$ cat config.mk
export PLATFORM = sky130hd
export DESIGN_NAME = atan2_cordic_q21
export DESIGN_NICKNAME = d
export VERILOG_FILES = /design/src/rtl/cordic_pkg.sv /design/src/rtl/cordic_vec_stage.sv /design/src/rtl/atan2_cordic_q21.sv
export SDC_FILE = /design/constraint.sdc
export NUM_CORES = 1
export LEC_CHECK = 0
export ABC_AREA = 1
export BUFFER_PORTS_ARGS = -buffer_cell sky130_fd_sc_hd__buf_4
export CAP_MARGIN = 25
export CORE_MARGIN = 2
export CORE_UTILIZATION = 55
export DETAILED_ROUTE_END_ITERATION = 12
export PLACE_DENSITY = 0.84
export SYNTH_ARGS = -nofsm -noshare
export SYNTH_HDL_FRONTEND = slang
export SYNTH_SLANG_ARGS = --single-unit
$ cat constraint.sdc
create_clock -name clk -period 8 [get_ports clk]
set_input_delay 0.4 -clock clk [delete_from_list [all_inputs] [get_ports clk]]
set_output_delay 0.4 -clock clk [all_outputs]
set_load 0.05 [all_outputs]
$ cat src/rtl/cordic_pkg.sv
// Shared constants, state type and arctangent table for the vectoring CORDIC.
// Angles are Q3.21 radians and vector components are Q1.23 fractions.
package cordic_pkg;

  // Widths of the datapath: 26-bit x/y so that negated full-scale inputs
  // and the CORDIC gain growth fit, 25-bit signed angle accumulator.
  localparam int unsigned DW = 26;
  localparam int unsigned ZW = 25;

  localparam logic [23:0] PI_Q21          = 24'h6487ED;
  localparam logic [23:0] TWO_PI_Q21      = 24'hC90FDB;
  localparam logic [23:0] PI_OVER_2_Q21   = 24'h3243F7;
  // 0.6072529 in Q1.23
  localparam logic [23:0] CORDIC_GAIN_INV = 24'h4DBA77;

  // round(atan(2^-i) * 2^21)
  localparam logic [23:0] ATAN_LUT [0:21] = '{
    24'd1647099, 24'd972340, 24'd513757, 24'd260791,
    24'd130902,  24'd65515,  24'd32765,  24'd16384,
    24'd8192,    24'd4096,   24'd2048,   24'd1024,
    24'd512,     24'd256,    24'd128,    24'd64,
    24'd32,      24'd16,     24'd8,      24'd4,
    24'd2,       24'd1
  };

  typedef enum logic [1:0] {
    S_IDLE,
    S_ITER,
    S_DONE
  } state_t;

  // Table lookup that returns zero for indices beyond the table.
  function automatic logic [23:0] atan_lut_at(input logic [4:0] idx);
    atan_lut_at = '0;
    for (int unsigned k = 0; k < 22; k++) begin
      if (idx == 5'(k)) atan_lut_at = ATAN_LUT[k];
    end
  endfunction

endpackage

$ cat src/rtl/cordic_vec_stage.sv
// One combinational vectoring-mode CORDIC micro-rotation: drives y toward
// zero and accumulates the rotated angle into z.
module cordic_vec_stage
  import cordic_pkg::*;
(
  input  logic signed [DW-1:0] x_in,
  input  logic signed [DW-1:0] y_in,
  input  logic signed [ZW-1:0] z_in,
  input  logic [4:0]           shift,
  input  logic [23:0]          atan,
  output logic signed [DW-1:0] x_out,
  output logic signed [DW-1:0] y_out,
  output logic signed [ZW-1:0] z_out
);

  logic signed [DW-1:0] x_sh;
  logic signed [DW-1:0] y_sh;
  logic signed [ZW-1:0] atan_s;

  // Rotate clockwise when y is non-negative, counter-clockwise otherwise.
  always_comb begin
    x_sh   = x_in >>> shift;
    y_sh   = y_in >>> shift;
    atan_s = $signed({1'b0, atan});
    if (!y_in[DW-1]) begin
      x_out = x_in + y_sh;
      y_out = y_in - x_sh;
      z_out = z_in + atan_s;
    end else begin
      x_out = x_in - y_sh;
      y_out = y_in + x_sh;
      z_out = z_in - atan_s;
    end
  end

endmodule

$ cat src/rtl/atan2_cordic_q21.sv
// Iterative atan2 via vectoring CORDIC: one micro-rotation per clock,
// result angle in [0, 2*pi) as unsigned Q3.21.
// Optional feature: define ATAN2_MAG_OUT_EN to add the mag_out port
// (gain-corrected vector magnitude, Q1.23).
module atan2_cordic_q21
  import cordic_pkg::*;
#(
  parameter int unsigned ITER = 22
) (
  input  logic        clk,
  input  logic        rst,
  input  logic        in_valid,
  output logic        in_ready,
  input  logic [23:0] sin_in,
  input  logic [23:0] cos_in,
  output logic        out_valid,
  input  logic        out_ready,
  output logic [23:0] theta_out
`ifdef ATAN2_MAG_OUT_EN
  ,
  output logic [23:0] mag_out
`endif
);

  localparam logic [4:0] LAST_CNT = 5'(ITER - 1);

  state_t state_q;
  state_t state_d;
  logic   accept;
  logic   last_step;

  logic [4:0]           cnt_q;
  logic signed [DW-1:0] x_q;
  logic signed [DW-1:0] y_q;
  logic signed [ZW-1:0] z_q;
  logic                 zero_q;

  logic signed [DW-1:0] x_ext;
  logic signed [DW-1:0] y_ext;
  logic signed [DW-1:0] x_pre;
  logic signed [DW-1:0] y_pre;
  logic signed [ZW-1:0] z_pre;

  logic signed [DW-1:0] x_nx;
  logic signed [DW-1:0] y_nx;
  logic signed [ZW-1:0] z_nx;
  logic [23:0]          atan_cur;

  logic [ZW-1:0] z_wrap;
  logic [23:0]   theta_c;

  assign in_ready  = (state_q == S_IDLE);
  assign out_valid = (state_q == S_DONE);

  // State register.
  always_ff @(posedge clk) begin
    if (rst) state_q <= S_IDLE;
    else     state_q <= state_d;
  end

  // Next-state logic and the accept / final-step strobes.
  always_comb begin
    state_d   = state_q;
    accept    = 1'b0;
    last_step = 1'b0;
    case (state_q)
      S_IDLE: begin
        if (in_valid) begin
          state_d = S_ITER;
          accept  = 1'b1;
        end
      end
      S_ITER: begin
        if (cnt_q == LAST_CNT) begin
          state_d   = S_DONE;
          last_step = 1'b1;
        end
      end
      S_DONE: begin
        if (out_ready) state_d = S_IDLE;
      end
      default: state_d = S_IDLE;
    endcase
  end

  // Pre-rotation by pi for left-half-plane inputs keeps the residual
  // angle inside the CORDIC convergence range.
  always_comb begin
    x_ext = {{2{cos_in[23]}}, cos_in};
    y_ext = {{2{sin_in[23]}}, sin_in};
    if (cos_in[23]) begin
      x_pre = -x_ext;
      y_pre = -y_ext;
      z_pre = $signed({1'b0, PI_Q21});
    end else begin
      x_pre = x_ext;
      y_pre = y_ext;
      z_pre = '0;
    end
  end

  assign atan_cur = atan_lut_at(cnt_q);

  cordic_vec_stage u_stage (
    .x_in  (x_q),
    .y_in  (y_q),
    .z_in  (z_q),
    .shift (cnt_q),
    .atan  (atan_cur),
    .x_out (x_nx),
    .y_out (y_nx),
    .z_out (z_nx)
  );

  // Fold negative angles into [0, 2*pi). A zero vector would otherwise
  // accumulate the full LUT sum, so it is flagged at accept and forced to 0.
  always_comb begin
    if (z_nx[ZW-1]) z_wrap = z_nx + ZW'(TWO_PI_Q21);
    else            z_wrap = z_nx;
    theta_c = z_wrap[23:0];
    if (zero_q || (theta_c == TWO_PI_Q21)) theta_c = '0;
  end

  // Iteration datapath: load on accept, one micro-rotation per ITER cycle,
  // capture the wrapped angle on the final step.
  always_ff @(posedge clk) begin
    if (rst) begin
      cnt_q     <= '0;
      x_q       <= '0;
      y_q       <= '0;
      z_q       <= '0;
      zero_q    <= 1'b0;
      theta_out <= '0;
    end else if (accept) begin
      cnt_q  <= '0;
      x_q    <= x_pre;
      y_q    <= y_pre;
      z_q    <= z_pre;
      zero_q <= (cos_in == '0) && (sin_in == '0);
    end else if (state_q == S_ITER) begin
      cnt_q <= cnt_q + 5'd1;
      x_q   <= x_nx;
      y_q   <= y_nx;
      z_q   <= z_nx;
      if (last_step) theta_out <= theta_c;
    end
  end

`ifdef ATAN2_MAG_OUT_EN
  logic [DW-1:0] x_pos;
  logic [49:0]   mag_prod;
  logic [49:0]   mag_rnd;
  logic [23:0]   mag_c;

  // Gain-compensate the final x with round-to-nearest and saturation.
  always_comb begin
    x_pos    = x_nx[DW-1] ? '0 : x_nx;
    mag_prod = 50'(x_pos) * 50'(CORDIC_GAIN_INV);
    mag_rnd  = mag_prod + 50'(23'h400000);
    if (|mag_rnd[49:47]) mag_c = '1;
    else                 mag_c = mag_rnd[46:23];
  end

  // Magnitude register, updated together with theta_out.
  always_ff @(posedge clk) begin
    if (rst)            mag_out <= '0;
    else if (last_step) mag_out <= mag_c;
  end
`endif

endmodule

Yosys cells after proc, flatten, opt, wreduce, memory -nomap -nowiden
Index checks and enable logic that the tools add are counted.

storage, ports and cells
  register bits = 109
  input port bits = 52
  output and inout bits = 26

operators by class
  add/subtract/negate cells = 10
  equality and inequality tests = 27
  shifts and indexed selects = 2
  muxes and demuxes = 44
  bitwise gates (word level) = 1
  reduce and logical (&&, ||, !) cells = 10

operators by type and width
  cell                                                              number
  24-bit 2-to-1 mux                                                 23
  26-bit 2-to-1 mux                                                 8
  25-bit 2-to-1 mux                                                 3
  26-bit adder                                                      2
  24-bit negator with 26-bit output                                 2
  26-bit by 5-bit >>> shifter with 26-bit output                    2
  26-bit subtractor                                                 2
  24-bit logical NOT                                                2
  5-bit by 4-bit == test with 1-bit output (second input constant)  8
  5-bit == test (second input constant)                             6
  25-bit adder                                                      1
  25-bit subtractor                                                 1
  24-bit adder (second input constant)                              1
  24-bit == test (second input constant)                            1
  23-bit 2-to-1 mux                                                 1
  21-bit 2-to-1 mux                                                 1
  5-bit by 3-bit == test with 1-bit output (second input constant)  4
  5-bit by 2-bit == test with 1-bit output (second input constant)  2
  2-bit 2-to-1 mux                                                  3
  2-bit one-hot mux with 3 select lines                             1
  3-bit AND reduction                                               2
  5-bit by 1-bit adder with 5-bit output (second input constant)    1
  5-bit by 1-bit == test with 1-bit output (second input constant)  1
  5-bit logical NOT                                                 1
  11 further kinds                                                  15

Longest topological paths before layout
Gate-level depths: netlist (run 1).

  depth in word-level cells = 30
  gate-level depth with buffers = 52
  gate-level depth less buffers = 48

Modules after synthesis
A second synthesis (run 1) with hierarchy kept.

unflattened totals
  cell total of the unflattened synthesis = 2785
  area, all modules = 15627.5 µm²

by module, submodules not included
  module            instances  cells each  area each (µm²)  sequential area each (µm²)
  cordic_vec_stage  1          1594        8313.0           0.0
  atan2_cordic_q21  1          1191        7314.5           2182.1

Least setup slack after synthesis (run 1)
No wires, ideal clock.

  path kind = register to register
  from = reg cnt_q[1]
  to = reg theta_out[10]
  arrival time = 5.914 ns
  data required time = 7.868 ns
  slack = 1.954 ns
  cell stages (with the launch flop) = 45
  path through = dfxtp_1 > buf_2 > inv_1 > clkbuf_1 > buf_2 > ha_1 > inv_1 > nor2_1 > inv_1 > nor2_1 > nor2_1 > nand2_1 > nor2_1 > nand2_1 > nand2_1 > nor3_1 > nand4_1 > nand3b_1 > [... 9 more ...] > nor2_1 > nand2_1 > nand3_1 > nand3_1 > xnor2_1 > inv_1 > nand2_8 > buf_2 > nand3_1 > nand2_1 > nand2_1 > nor2_1 > nand2_1 > nor2_2 > nand2_4 > buf_6 > nand3_2 > a21oi_1

between the ends
  longest elaborated chain between the ends = 30

ends and longest elaborated chain
  what                                                      line                                            text
  start, declared                                           atan2_cordic_q21.sv:32                          logic [4:0] cnt_q;
  start signal, assigned                                    atan2_cordic_q21.sv:141                         cnt_q <= cnt_q + 5'd1;
  5-bit logical NOT                                         cordic_pkg.sv:36                                if (idx == 5'(k)) atan_lut_at = ATAN_LUT[k];
  21-bit 2-to-1 mux                                         cordic_pkg.sv:36
  24-bit 2-to-1 mux (21 in series)                          cordic_pkg.sv:36
  25-bit adder / 25-bit subtractor (equally long branches)  cordic_vec_stage.sv:28, cordic_vec_stage.sv:32
  25-bit 2-to-1 mux                                         cordic_vec_stage.sv:25                          if (!y_in[DW-1]) begin
  24-bit adder                                              atan2_cordic_q21.sv:118                         if (z_nx[ZW-1]) z_wrap = z_nx + ZW'(TWO_PI_Q21);
  24-bit 2-to-1 mux                                         atan2_cordic_q21.sv:118
  24-bit == test                                            atan2_cordic_q21.sv:121                         if (zero_q || (theta_c == TWO_PI_Q21)) theta_c = '0;
  1-bit logical OR                                          atan2_cordic_q21.sv:121
  24-bit 2-to-1 mux                                         atan2_cordic_q21.sv:121
  end signal, assigned                                      atan2_cordic_q21.sv:145                         if (last_step) theta_out <= theta_c;
  end, declared                                             atan2_cordic_q21.sv:18                          output logic [23:0] theta_out

Parallel ways exist; a longest one is shown, timed or not.
A chain may end at the register's enable or synchronous reset.

Worst setup path in the final report (run 1)
  from = reg cnt_q[0]
  to = reg theta_out[0]

Same word-level chain as after synthesis.

==> results of run 1 <==
layer usage:
layer | up-vias | GRT usage, % | share of wire [%]
met5 | - | 0 | 0
met4 | 0 | 12.7 | 3.3
met3 | 120 | 4.74 | 8.3
met2 | 838 | 58.9 | 45
met1 | 8180 | 47.4 | 43
li1 | 8865 | - | -
stage by stage:
step	utilization [%]	hold slack (ns)	cells	area, sq um
after floorplan	-	0.423	2687	15300
after CTS	59.2	0.259	3062	16300
final	59.3	0.264	3063	16300
after global placement	57.9	0.454	3045	16000
after global routing	59.3	0.306	3063	16300
after detailed placement	58.0	0.445	3046	16000
worst register-to-register path: cells and delay by family, from the launching register on:
family          cells  cell delay [ns]
flops               1             0.35
xor+xnor            2             0.58
compound gates      4             0.98
buf+inv             4             0.68
fa+ha+maj           2             0.68
simple gates       27             3.72
where the power goes:
part / leakage [nW] / switching, mW / internal [mW] / total (mW)
Combinational: 6.91 / 2.08 / 1.06 / 3.14
Clock: 0.157 / 0.275 / 0.232 / 0.507
Sequential: 0.897 / 0.0774 / 0.620 / 0.698
cell usage after synthesis, types with 4 or more instances:
cell / count / area [sq um]
sky130_fd_sc_hd__o21ai_1: 18 / 90.1
sky130_fd_sc_hd__nand3_2: 22 / 220
sky130_fd_sc_hd__nor3_1: 34 / 170
sky130_fd_sc_hd__o31ai_1: 6 / 45.0
sky130_fd_sc_hd__xor2_1: 77 / 674
sky130_fd_sc_hd__nand3_1: 141 / 706
sky130_fd_sc_hd__inv_2: 9 / 33.8
sky130_fd_sc_hd__a21oi_1: 233 / 1170
sky130_fd_sc_hd__o21ai_0: 260 / 1300
sky130_fd_sc_hd__o221ai_1: 5 / 43.8
sky130_fd_sc_hd__nand3b_1: 12 / 90.1
sky130_fd_sc_hd__o2111ai_1: 4 / 35.0
sky130_fd_sc_hd__nand4_1: 35 / 219
sky130_fd_sc_hd__a21boi_0: 5 / 37.5
sky130_fd_sc_hd__ha_1: 85 / 1060
sky130_fd_sc_hd__nor4_1: 6 / 37.5
sky130_fd_sc_hd__buf_1: 21 / 78.8
sky130_fd_sc_hd__a31oi_1: 38 / 238
sky130_fd_sc_hd__o21a_1: 7 / 52.6
sky130_fd_sc_hd__nand2_2: 6 / 37.5
sky130_fd_sc_hd__nor2_2: 7 / 43.8
sky130_fd_sc_hd__buf_6: 7 / 78.8
sky130_fd_sc_hd__xnor2_1: 34 / 298
sky130_fd_sc_hd__nand2_4: 5 / 56.3
sky130_fd_sc_hd__dfxtp_1: 109 / 2180
sky130_fd_sc_hd__o211ai_1: 19 / 143
sky130_fd_sc_hd__clkbuf_1: 67 / 251
sky130_fd_sc_hd__nand2_1: 763 / 2860
sky130_fd_sc_hd__buf_2: 15 / 75.1
sky130_fd_sc_hd__a221oi_1: 14 / 123
sky130_fd_sc_hd__or2_2: 26 / 163
sky130_fd_sc_hd__o21bai_1: 4 / 30.0
sky130_fd_sc_hd__nor2_1: 234 / 878
sky130_fd_sc_hd__inv_1: 300 / 1130
sky130_fd_sc_hd__mux2i_1: 15 / 150
sky130_fd_sc_hd__nor2_4: 5 / 56.3
final cells by class:
class / instances / area [sq um]
Clock inverter: 7 / 101
Multi-Input combinational cell: 2152 / 11400
Tap cell: 378 / 473
Timing Repair Buffer: 95 / 753
Fill cell: 2814 / 11200
Sequential cell: 109 / 2190
Clock buffer: 9 / 225
Inverter: 313 / 1180
final timing paths:
path                             startpoint                   endpoint  slack [ns]  cells after the start
setup / recovery      cnt_q[0]$_SDFFE_PP0P_  theta_out[0]$_SDFFE_PP0P_        0.89                     39
hold / removal                    out_ready    state_q[1]$_SDFFE_PP0P_        0.26                      4
setup reg to reg      cnt_q[0]$_SDFFE_PP0P_  theta_out[0]$_SDFFE_PP0P_        0.89                     39
hold reg to reg   theta_out[8]$_SDFFE_PP0P_  theta_out[8]$_SDFFE_PP0P_        0.47                      2
cells in the final DEF (no fill, tap or decap), types with 4 or more instances in the layout:
cell,netlist,layout
sky130_fd_sc_hd__nor2_2,7,8
sky130_fd_sc_hd__o2111ai_1,4,4
sky130_fd_sc_hd__dfxtp_1,109,106
sky130_fd_sc_hd__o21a_1,7,7
sky130_fd_sc_hd__inv_1,300,300
sky130_fd_sc_hd__xnor2_1,34,34
sky130_fd_sc_hd__nand2_2,6,6
sky130_fd_sc_hd__o21ai_0,260,260
sky130_fd_sc_hd__o211ai_1,19,19
sky130_fd_sc_hd__o21bai_1,4,4
sky130_fd_sc_hd__a221oi_1,14,14
sky130_fd_sc_hd__a21oi_1,233,233
sky130_fd_sc_hd__ha_1,85,85
sky130_fd_sc_hd__xor2_1,77,77
sky130_fd_sc_hd__o21ai_1,18,18
sky130_fd_sc_hd__or2_2,26,26
sky130_fd_sc_hd__a31oi_1,38,38
sky130_fd_sc_hd__nand2_4,5,5
sky130_fd_sc_hd__clkbuf_16,0,9
sky130_fd_sc_hd__inv_2,9,9
sky130_fd_sc_hd__buf_4,3,93
sky130_fd_sc_hd__nand3_1,141,141
sky130_fd_sc_hd__nand3b_1,12,12
sky130_fd_sc_hd__nor4_1,6,6
sky130_fd_sc_hd__a21boi_0,5,5
sky130_fd_sc_hd__nor2_4,5,6
sky130_fd_sc_hd__nor2_1,234,232
sky130_fd_sc_hd__nand3_2,22,22
sky130_fd_sc_hd__mux2i_1,15,15
sky130_fd_sc_hd__nand4_1,35,35
sky130_fd_sc_hd__o221ai_1,5,5
sky130_fd_sc_hd__nand2_1,763,763
sky130_fd_sc_hd__o31ai_1,6,6
sky130_fd_sc_hd__nor3_1,34,34
flip-flops by register name (all words and copies together) (netlist names):
name	flops
cnt_q	5
state_q	2
theta_out	24
x_q	26
y_q	26
z_q	25
zero_q	1
repair_timing:
item | 4_1_cts | 5_1_grt
gates resized for setup | 0 | 1
setup endpoints to repair | 0 | 1
hold endpoints to repair | 0 | 0
cell families (layout without fill, tap and decap cells):
family                     after synthesis  after routing  synth area share, %
buffers and inverters                  426            424                 11.1
and+or+nand+nor                       1304           1304                 37.1
xor gates and xnor gates               112            112                 6.47
muxes                                   15             15                0.983
DFF                                    109            109                 14.3
AOI/OAI and AO/OA                      633            633                 22.7
adders and majority gates               88             88                 7.35
==> results.yml, run 1 <==
setup_path:
  worst-path-buf-inv: 4
  timing.critical_path.mode_cell: "sky130_fd_sc_hd__nand2_1"
  cp-start-kind: "register"
  cp_max_fo: 34
  slowest_delay_ns: 0.53
  crit_arrival_ns: 7.34
  cpLargestDelayFamily: "simple AND/OR/NAND/NOR gates"
  required_ns: 8.23
  critPathSlowestCell: "sky130_fd_sc_hd__o21ai_1"
  worstSetupPathType: "reg -> reg"
  endpoint_kind: "register"
timing:
  time_the_worst_path_needs_with_i_o_delays_and_setup_ns: 7.11
  layout_setup_ws_ns: 0.893
  setup-tns-final_ns: 0
  fin_skew_ns: 0.0151
  final_period_util_pct: 88.8
  maxSlewViolCount: 0
  timing.fmax_mhz: 141
  slew-limit-headroom_pct: 36.6
  finalSetupViolCount: 0
  unrepaired_setup_endpoints_after_global_routing: "false"
  max_slew.worst_pin.slew_ns: 0.951
  fin_hold_viols: 0
clocking:
  ctsLongestPathBuffers: 2
  worstSkewPairLatency_ns: 0.38
  clk_pin_slew_ns: 0.09
  cts_num_sinks: 109
  post-cts-setup-buffers: 0
  tritoncts: "built"
  clock-root-buffer: "sky130_fd_sc_hd__clkbuf_16"
  cts_made_buffers: 9
  holdBufCountCts: 0
  htree_num_levels: 3
synth:
  synth-seq-cells: 109
  netlist_area_sq_mm: 0.0153
  yosys_warns: 0
  number_of_enable_flip_flop_cells_after_synthesis: 0
  synthesis.instances: 2687
  distinct_cell_type_count_after_synthesis: 57
  synth_area_per_cell_sq_um: 5.69
  synthArstFlopShare_pct: 0
  syn-num-nets: 2827
  synth.yosys.seq_area_share_pct: 14.3
  synth_ff_type: "sky130_fd_sc_hd__dfxtp_1"
floorplanning:
  io-pin-count: 78
  floorplan.die_area_sq_mm: 0.0291
  site_row_count: 61
  fp.dieW_microns: 171
  dieHeight_microns: 171
  floorplan.initialDensity_pct: 55.5
  standard_cell_core_area_sq_mm: 0.0276
routing:
  route.final.wire_length_mm: 52.3
  post-route-drc-count: 0
  drtPass1Iterations: 6
  via_per_inst: 5.88
  route.detailed.wl_per_inst_microns: 17.1
  dr.first_iter.drc_count: 1982
  final_antenna_net_count: 0
  num_vias: 18000
place:
  pre_cts_slack_ns: 0.936
  port_buffers: 77
  dp_hpwl_mm: 40.7
  place.gp.congestion: 1.01
power:
  power_mw: 4.35
  powerDensity_mw_per_mm2: 266
  vdd.ir_drop.worst_uv: 174
  leakage_nw: 7.96
status:
  run_status: "finished, final reports clean"
global_route:
  antenna_found_initial: 0
  largest_net_degree_at_the_start_of_global_routing: 75
  grt_util_all_layers_pct: 35.6
  first_pass_grt_wire_length_mm: 83.7
  first_global_vias: 16400
  globalRoute.totalOverflow: 0
cells_and_area:
  finish.net_count: 2820
  ant_diodes: 0
  drive_above_1_share_pct: 7.82
  flow.area_growth_from_synthesis_pct: 6.94
job:
  cap_viol_max_count: 0
hold_path:
  holdCritPathClass: "in -> reg"
Note: power is estimated with default switching activity, not from simulation.
==> run 2: changes to the inputs <==
--- a/config.mk
+++ b/config.mk
@@ -8,10 +8,12 @@
 export ABC_AREA = 1
 export BUFFER_PORTS_ARGS = -buffer_cell sky130_fd_sc_hd__buf_4
 export CAP_MARGIN = 25
+export CELL_PAD_IN_SITES_DETAIL_PLACEMENT = 1
+export CELL_PAD_IN_SITES_GLOBAL_PLACEMENT = 1
 export CORE_MARGIN = 2
-export CORE_UTILIZATION = 55
+export CORE_UTILIZATION = 35
 export DETAILED_ROUTE_END_ITERATION = 12
-export PLACE_DENSITY = 0.84
+export PLACE_DENSITY = 0.79
 export SYNTH_ARGS = -nofsm -noshare
 export SYNTH_HDL_FRONTEND = slang
 export SYNTH_SLANG_ARGS = --single-unit
==> run 2 against run 1 <==
  * Sequential power hardly changed
  * Utilization is 21 points lower
  * Largest power group unchanged
  * Largest cell class unchanged
  * Setup slack worse by 0.12 ns
  * Maximum frequency is 1.7% lower
  * Sequential share of layout area is 0.21 points lower
  * Register-to-register slack worse by 0.12 ns
==> results.yml, run 2 (synthesis gave the netlist of run 1 again) <==
routing:
  via_per_inst: 5.48
  route.final.wire_length_mm: 61.4
  num_vias: 17900
  final_antenna_net_count: 0
  dr.first_iter.drc_count: 1182
  drtPass1Iterations: 5
  post-route-drc-count: 0
  route.detailed.wl_per_inst_microns: 18.8
clocking:
  post-cts-setup-buffers: 0
  worstSkewPairLatency_ns: 0.42
  tritoncts: "built"
  cts_num_sinks: 109
  cts_made_buffers: 9
  clk_pin_slew_ns: 0.10
  clock-root-buffer: "sky130_fd_sc_hd__clkbuf_16"
  htree_num_levels: 3
  ctsLongestPathBuffers: 2
place:
  place.detailed.instances: 3255
  place.gp.congestion: 0.975
  port_buffers: 77
  dpl_cell_area_sq_mm: 0.0162
  dp_hpwl_mm: 48.6
timing:
  timing.fmax_mhz: 138
  finalSetupViolCount: 0
  setup-tns-final_ns: 0
  max_slew.worst_pin.slew_ns: 1.06
  fin_skew_ns: 0.0169
  unrepaired_setup_endpoints_after_global_routing: "false"
  slew-limit-headroom_pct: 27.6
  maxSlewViolCount: 0
  time_the_worst_path_needs_with_i_o_delays_and_setup_ns: 7.23
  final_period_util_pct: 90.3
  fin_hold_viols: 0
setup_path:
  required_ns: 8.28
  critical_path_depth: 40
  crit_arrival_ns: 7.51
  worstSetupStartpoint: "cnt_q[1]$_SDFFE_PP0P_"
  worst_r2r_path_depth: 40
  endpoint_kind: "register"
  cpLargestDelayFamily: "simple AND/OR/NAND/NOR gates"
  cp_max_fo: 53
  critPathSlowestCell: "sky130_fd_sc_hd__o21ai_1"
  worstSetupPathType: "reg -> reg"
  slowest_delay_ns: 0.40
  endpoint: "theta_out[3]$_SDFFE_PP0P_"
  cp-start-kind: "register"
  setup.reg_to_reg.worst_slack_ns: 0.77
  crit-reg2reg-launch: "cnt_q[1]$_SDFFE_PP0P_"
  rr_endpoint: "theta_out[3]$_SDFFE_PP0P_"
  worst-path-buf-inv: 4
  timing.critical_path.mode_cell: "sky130_fd_sc_hd__nand2_1"
global_route:
  first_pass_grt_wire_length_mm: 97.5
  grt.met2_usage_pct: 47.4
  grt_util_all_layers_pct: 27.3
  grt.met3_usage_pct: 3.02
  globalRoute.totalOverflow: 0
  grt.met1_usage_pct: 34.6
  largest_net_degree_at_the_start_of_global_routing: 71
  grt_busiest_layer: "met2"
  first_global_vias: 18000
  antenna_found_initial: 0
floorplanning:
  site_row_count: 76
  fp.dieW_microns: 213
  dieHeight_microns: 213
  io-pin-count: 78
  floorplan.initialDensity_pct: 35.5
  standard_cell_core_area_sq_mm: 0.0431
  floorplan.die_area_sq_mm: 0.0453
power:
  power_mw: 4.46
  leakage_nw: 7.96
  powerDensity_mw_per_mm2: 269
  vdd.ir_drop.worst_uv: 118
cells_and_area:
  layout.cells.most_common: "sky130_fd_sc_hd__nand2_1"
  final_cell_area_sq_mm: 0.0166
  final_core_util_pct: 38.5
  multi_input_area_sq_mm: 0.0114
  ant_diodes: 0
  flow.area_growth_from_synthesis_pct: 8.60
  sequential_cell_area_sq_mm: 0.00218
  finish.net_count: 2822
  fillerInstances: 5953
  drive_above_1_share_pct: 7.89
  layout.cells.most_common_list: "sky130_fd_sc_hd__nand2_1 (762), sky130_fd_sc_hd__inv_1 (300), sky130_fd_sc_hd__o21ai_0 (260)"
  largestRegisters: "x_q x26, y_q x26, z_q x25"
  final_cell_count_no_fill: 3272
status:
  run_status: "finished, final reports clean"
job:
  cap_viol_max_count: 0
hold_path:
  holdCritPathClass: "in -> reg"
[run 2: cell count changes in the layout (fill, tap and decap cells not counted), sizes merged]
| cell | previous run | this run |
|---|---|---|
| buf | 95 | 97 |
| clkinv | 5 | 4 |
| inv | 315 | 316 |
[run 2: area by class of cell]
class                   instances  share of cell area [%]
repair buffers                 97                    4.53
clock inverters                 7                   0.581
well taps                     585                    4.41
clock buffers                   9                    1.36
inverters                     313                    7.13
multi-input cells            2152                    68.8
flip-flops and latches        109                    13.2
[run 2: per-layer routing]
layer,share of wire (%),up-vias
met5,0,-
met4,3.6,0
met3,3.9,115
met2,48,405
met1,45,8568
li1,-,8857
[run 2: worst min path at each step]
| stage | to | start | slack, ns | cells after the start |
|---|---|---|---|---|
| 6_report | state_q[1]$_SDFFE_PP0P_ | out_ready | 0.23 | 4 |
| 5_1_grt | state_q[1]$_SDFFE_PP0P_ | out_ready | 0.27 | 4 |
| 4_1_cts | state_q[1]$_SDFFE_PP0P_ | out_ready | 0.23 | 4 |
| 3_5_place_dp | zero_q$_SDFFE_PP0P_ | zero_q$_SDFFE_PP0P_ | 0.45 | 2 |
| 3_3_place_gp | zero_q$_SDFFE_PP0P_ | zero_q$_SDFFE_PP0P_ | 0.45 | 2 |
| 2_1_floorplan | zero_q$_SDFFE_PP0P_ | zero_q$_SDFFE_PP0P_ | 0.42 | 2 |
[run 2: report_power, final]
part	switching [mW]	total, mW	internal (mW)
clock network	0.305	0.537	0.232
registers	0.0756	0.696	0.620
logic	2.17	3.23	1.06
[run 2: per-stage QoR]
step / hold slack [ns] / setup WS [ns]
6_report: 0.230 / 0.774
5_1_grt: 0.275 / 0.00960
4_1_cts: 0.227 / 0.754
3_5_place_dp: 0.454 / 0.819
3_3_place_gp: 0.453 / 1.21
2_1_floorplan: 0.423 / 1.95
[run 2: repair_timing]
action / CTS / global route
endpoints found under the setup margin: 0 / 24
hold buffers: 0 / 0
gates resized for setup: 0 / 1
[run 2: worst reg2reg max path: cells and delay by family, from the launching register on]
family          cells  cell delay (ns)
buf+inv             4             0.58
xor+xnor            1             0.19
simple gates       29             4.26
flops               1             0.36
fa+ha+maj           3             1.05
compound gates      3             0.67
==> run 3: changes to the inputs <==
--- a/config.mk
+++ b/config.mk
@@ -13,6 +13,7 @@
 export CORE_MARGIN = 2
 export CORE_UTILIZATION = 35
 export DETAILED_ROUTE_END_ITERATION = 12
+export MAX_ROUTING_LAYER = met4
 export PLACE_DENSITY = 0.79
 export SYNTH_ARGS = -nofsm -noshare
 export SYNTH_HDL_FRONTEND = slang
==> run 3 against run 2 <==
  * Count of clock-buffer cells in the layout unchanged
  * Critical path depth unchanged
  * Die area unchanged
  * Clock skew about the same
  * First-iteration DRC count decreased by 17%
  * Critical endpoint is now theta_out[1]$_SDFFE_PP0P_
  * Largest cell class unchanged
  * Largest power group unchanged
==> results.yml, run 3 (synthesis gave the netlist of run 1 again) <==
status:
  run_status: "finished, final reports clean"
clocking:
  tritoncts: "built"
  holdBufCountCts: 0
  htree_num_levels: 3
  cts_num_sinks: 109
  worstSkewPairLatency_ns: 0.42
  clk_pin_slew_ns: 0.10
  clock-root-buffer: "sky130_fd_sc_hd__clkbuf_16"
  ctsLongestPathBuffers: 2
  cts_made_buffers: 9
setup_path:
  required_ns: 8.28
  rr_endpoint: "theta_out[1]$_SDFFE_PP0P_"
  critPathSlowestCell: "sky130_fd_sc_hd__buf_4"
  cp-start-kind: "register"
  crit-reg2reg-launch: "cnt_q[1]$_SDFFE_PP0P_"
  setup.reg_to_reg.worst_slack_ns: 0.65
  crit_arrival_ns: 7.64
  worst_r2r_path_depth: 40
  cpLargestDelayFamily: "simple AND/OR/NAND/NOR gates"
  worstSetupStartpoint: "cnt_q[1]$_SDFFE_PP0P_"
  timing.critical_path.mode_cell: "sky130_fd_sc_hd__nand2_1"
  worstSetupPathType: "reg -> reg"
  cp_max_fo: 53
  endpoint_kind: "register"
  slowest_delay_ns: 0.44
  worst-path-buf-inv: 4
place:
  port_buffers: 77
  place.gp.congestion: 0.956
  dp_hpwl_mm: 48.7
  place.detailed.instances: 3255
  dpl_cell_area_sq_mm: 0.0162
cells_and_area:
  finish.net_count: 2822
  fillerInstances: 6026
  final_core_util_pct: 38.5
  layout.cells.most_common_list: "sky130_fd_sc_hd__nand2_1 (762), sky130_fd_sc_hd__inv_1 (300), sky130_fd_sc_hd__o21ai_0 (260)"
  final_cell_count_no_fill: 3272
  sequential_cell_area_sq_mm: 0.00218
  largestRegisters: "x_q x26, y_q x26, z_q x25"
  drive_above_1_share_pct: 7.93
  multi_input_area_sq_mm: 0.0114
  flow.area_growth_from_synthesis_pct: 8.66
  final_cell_area_sq_mm: 0.0166
  ant_diodes: 0
  layout.cells.most_common: "sky130_fd_sc_hd__nand2_1"
global_route:
  first_pass_grt_wire_length_mm: 97.2
  largest_net_degree_at_the_start_of_global_routing: 71
  first_global_vias: 17900
  antenna_found_initial: 0
  globalRoute.totalOverflow: 0
  grt_util_all_layers_pct: 28.0
timing:
  setup-tns-final_ns: 0
  maxSlewViolCount: 0
  fin_hold_viols: 0
  unrepaired_setup_endpoints_after_global_routing: "false"
  max_slew.worst_pin.slew_ns: 0.980
  fin_skew_ns: 0.0165
  finalSetupViolCount: 0
  time_the_worst_path_needs_with_i_o_delays_and_setup_ns: 7.35
  final_period_util_pct: 91.9
  timing.fmax_mhz: 136
  slew-limit-headroom_pct: 34.5
power:
  p_comb_share_pct: 72.3
  power.share.clock_pct: 12.1
  vdd.ir_drop.worst_uv: 107
  leakage_nw: 7.96
  cell_internal_pwr_mw: 1.91
  power_switching_share_pct: 57.1
  power_switching_mw: 2.55
  powerDensity_mw_per_mm2: 269
  sequentialPowerShare_pct: 15.6
floorplanning:
  floorplan.initialDensity_pct: 35.5
  standard_cell_core_area_sq_mm: 0.0431
  dieHeight_microns: 213
  fp.dieW_microns: 213
  floorplan.die_area_sq_mm: 0.0453
  io-pin-count: 78
  site_row_count: 76
job:
  cap_viol_max_count: 0
hold_path:
  holdPathEnd: "state_q[1]$_SDFFE_PP0P_"
  min-delay-start: "out_ready"
  min_delay_path_depth: 4
  holdCritPathClass: "in -> reg"
routing:
  route.detailed.wl_per_inst_microns: 18.7
  final_antenna_net_count: 0
  via_per_inst: 5.46
  route.final.wire_length_mm: 61.0
  drtPass1Iterations: 5
  dr.first_iter.drc_count: 976
  post-route-drc-count: 0
  num_vias: 17900
run 3: worst register-to-register path, delay by kind of cell, from the launching register on:
kind,cells,cell delay (ns)
buffers and inverters,4,0.71
AO/OA/AOI/OAI,3,0.61
AND/OR/NAND/NOR,29,4.33
XOR/XNOR,1,0.20
adder cells (fa/ha/maj),3,1.03
flip-flops,1,0.35
run 3: routing by layer:
| metal | vias to the layer above | GRT usage [%] | routed length [microns] |
|---|---|---|---|
| met4 | 0 | 7.60 | 1410 |
| li1 | 8864 | - | - |
| met5 | - | - | 0 |
| met1 | 8584 | 35.3 | 28300 |
| met3 | 77 | 2.84 | 2080 |
| met2 | 350 | 47.5 | 29300 |
run 3: what timing repair did:
action | 4_1_cts | 5_1_grt
setup endpoints to repair | 0 | 24
setup buffers | 0 | 0
gates resized for setup | 0 | 1
hold endpoints to repair | 0 | 0
run 3: per-stage QoR:
step / hold slack [ns] / setup WS [ns] / total power [mW]
6_report: 0.227 / 0.649 / 4.46
5_1_grt: 0.247 / 0.0457 / 4.90
4_1_cts: 0.225 / 0.619 / 4.44
3_5_place_dp: 0.450 / 0.712 / 3.87
3_3_place_gp: 0.451 / 1.11 / 3.77
2_1_floorplan: 0.423 / 1.95 / 3.02
run 3: final cells by class:
cell class                      count  share of cell area (%)
Sequential cell                   109                    13.2
Multi-Input combinational cell   2152                    68.8
Clock inverter                      7                   0.641
Timing Repair Buffer               97                    4.51
Tap cell                          585                    4.41
Clock buffer                        9                    1.36
Inverter                          313                    7.12
run 3: worst max-delay path by stage:
stage,end,slack [ns],depth (start not counted)
floorplan,theta_out[10]$_SDFFE_PP0P_,1.95,44
global placement,theta_out[1]$_SDFFE_PP0P_,1.11,40
detailed placement,theta_out[1]$_SDFFE_PP0P_,0.71,40
CTS,theta_out[1]$_SDFFE_PP0P_,0.62,40
global route,theta_out[1]$_SDFFE_PP0P_,0.05,40
finish,theta_out[1]$_SDFFE_PP0P_,0.65,40
run 3: power by group through the flow:
| stage | combinational [mW] | clock (mW) | sequential, mW |
|---|---|---|---|
| final | 3.22 | 0.540 | 0.696 |
| after global routing | 3.62 | 0.566 | 0.707 |
| after global placement | 3.07 | 0 | 0.705 |
| after floorplan | 2.34 | 0 | 0.678 |
| after CTS | 3.19 | 0.551 | 0.696 |
| after detailed placement | 3.16 | 0 | 0.707 |
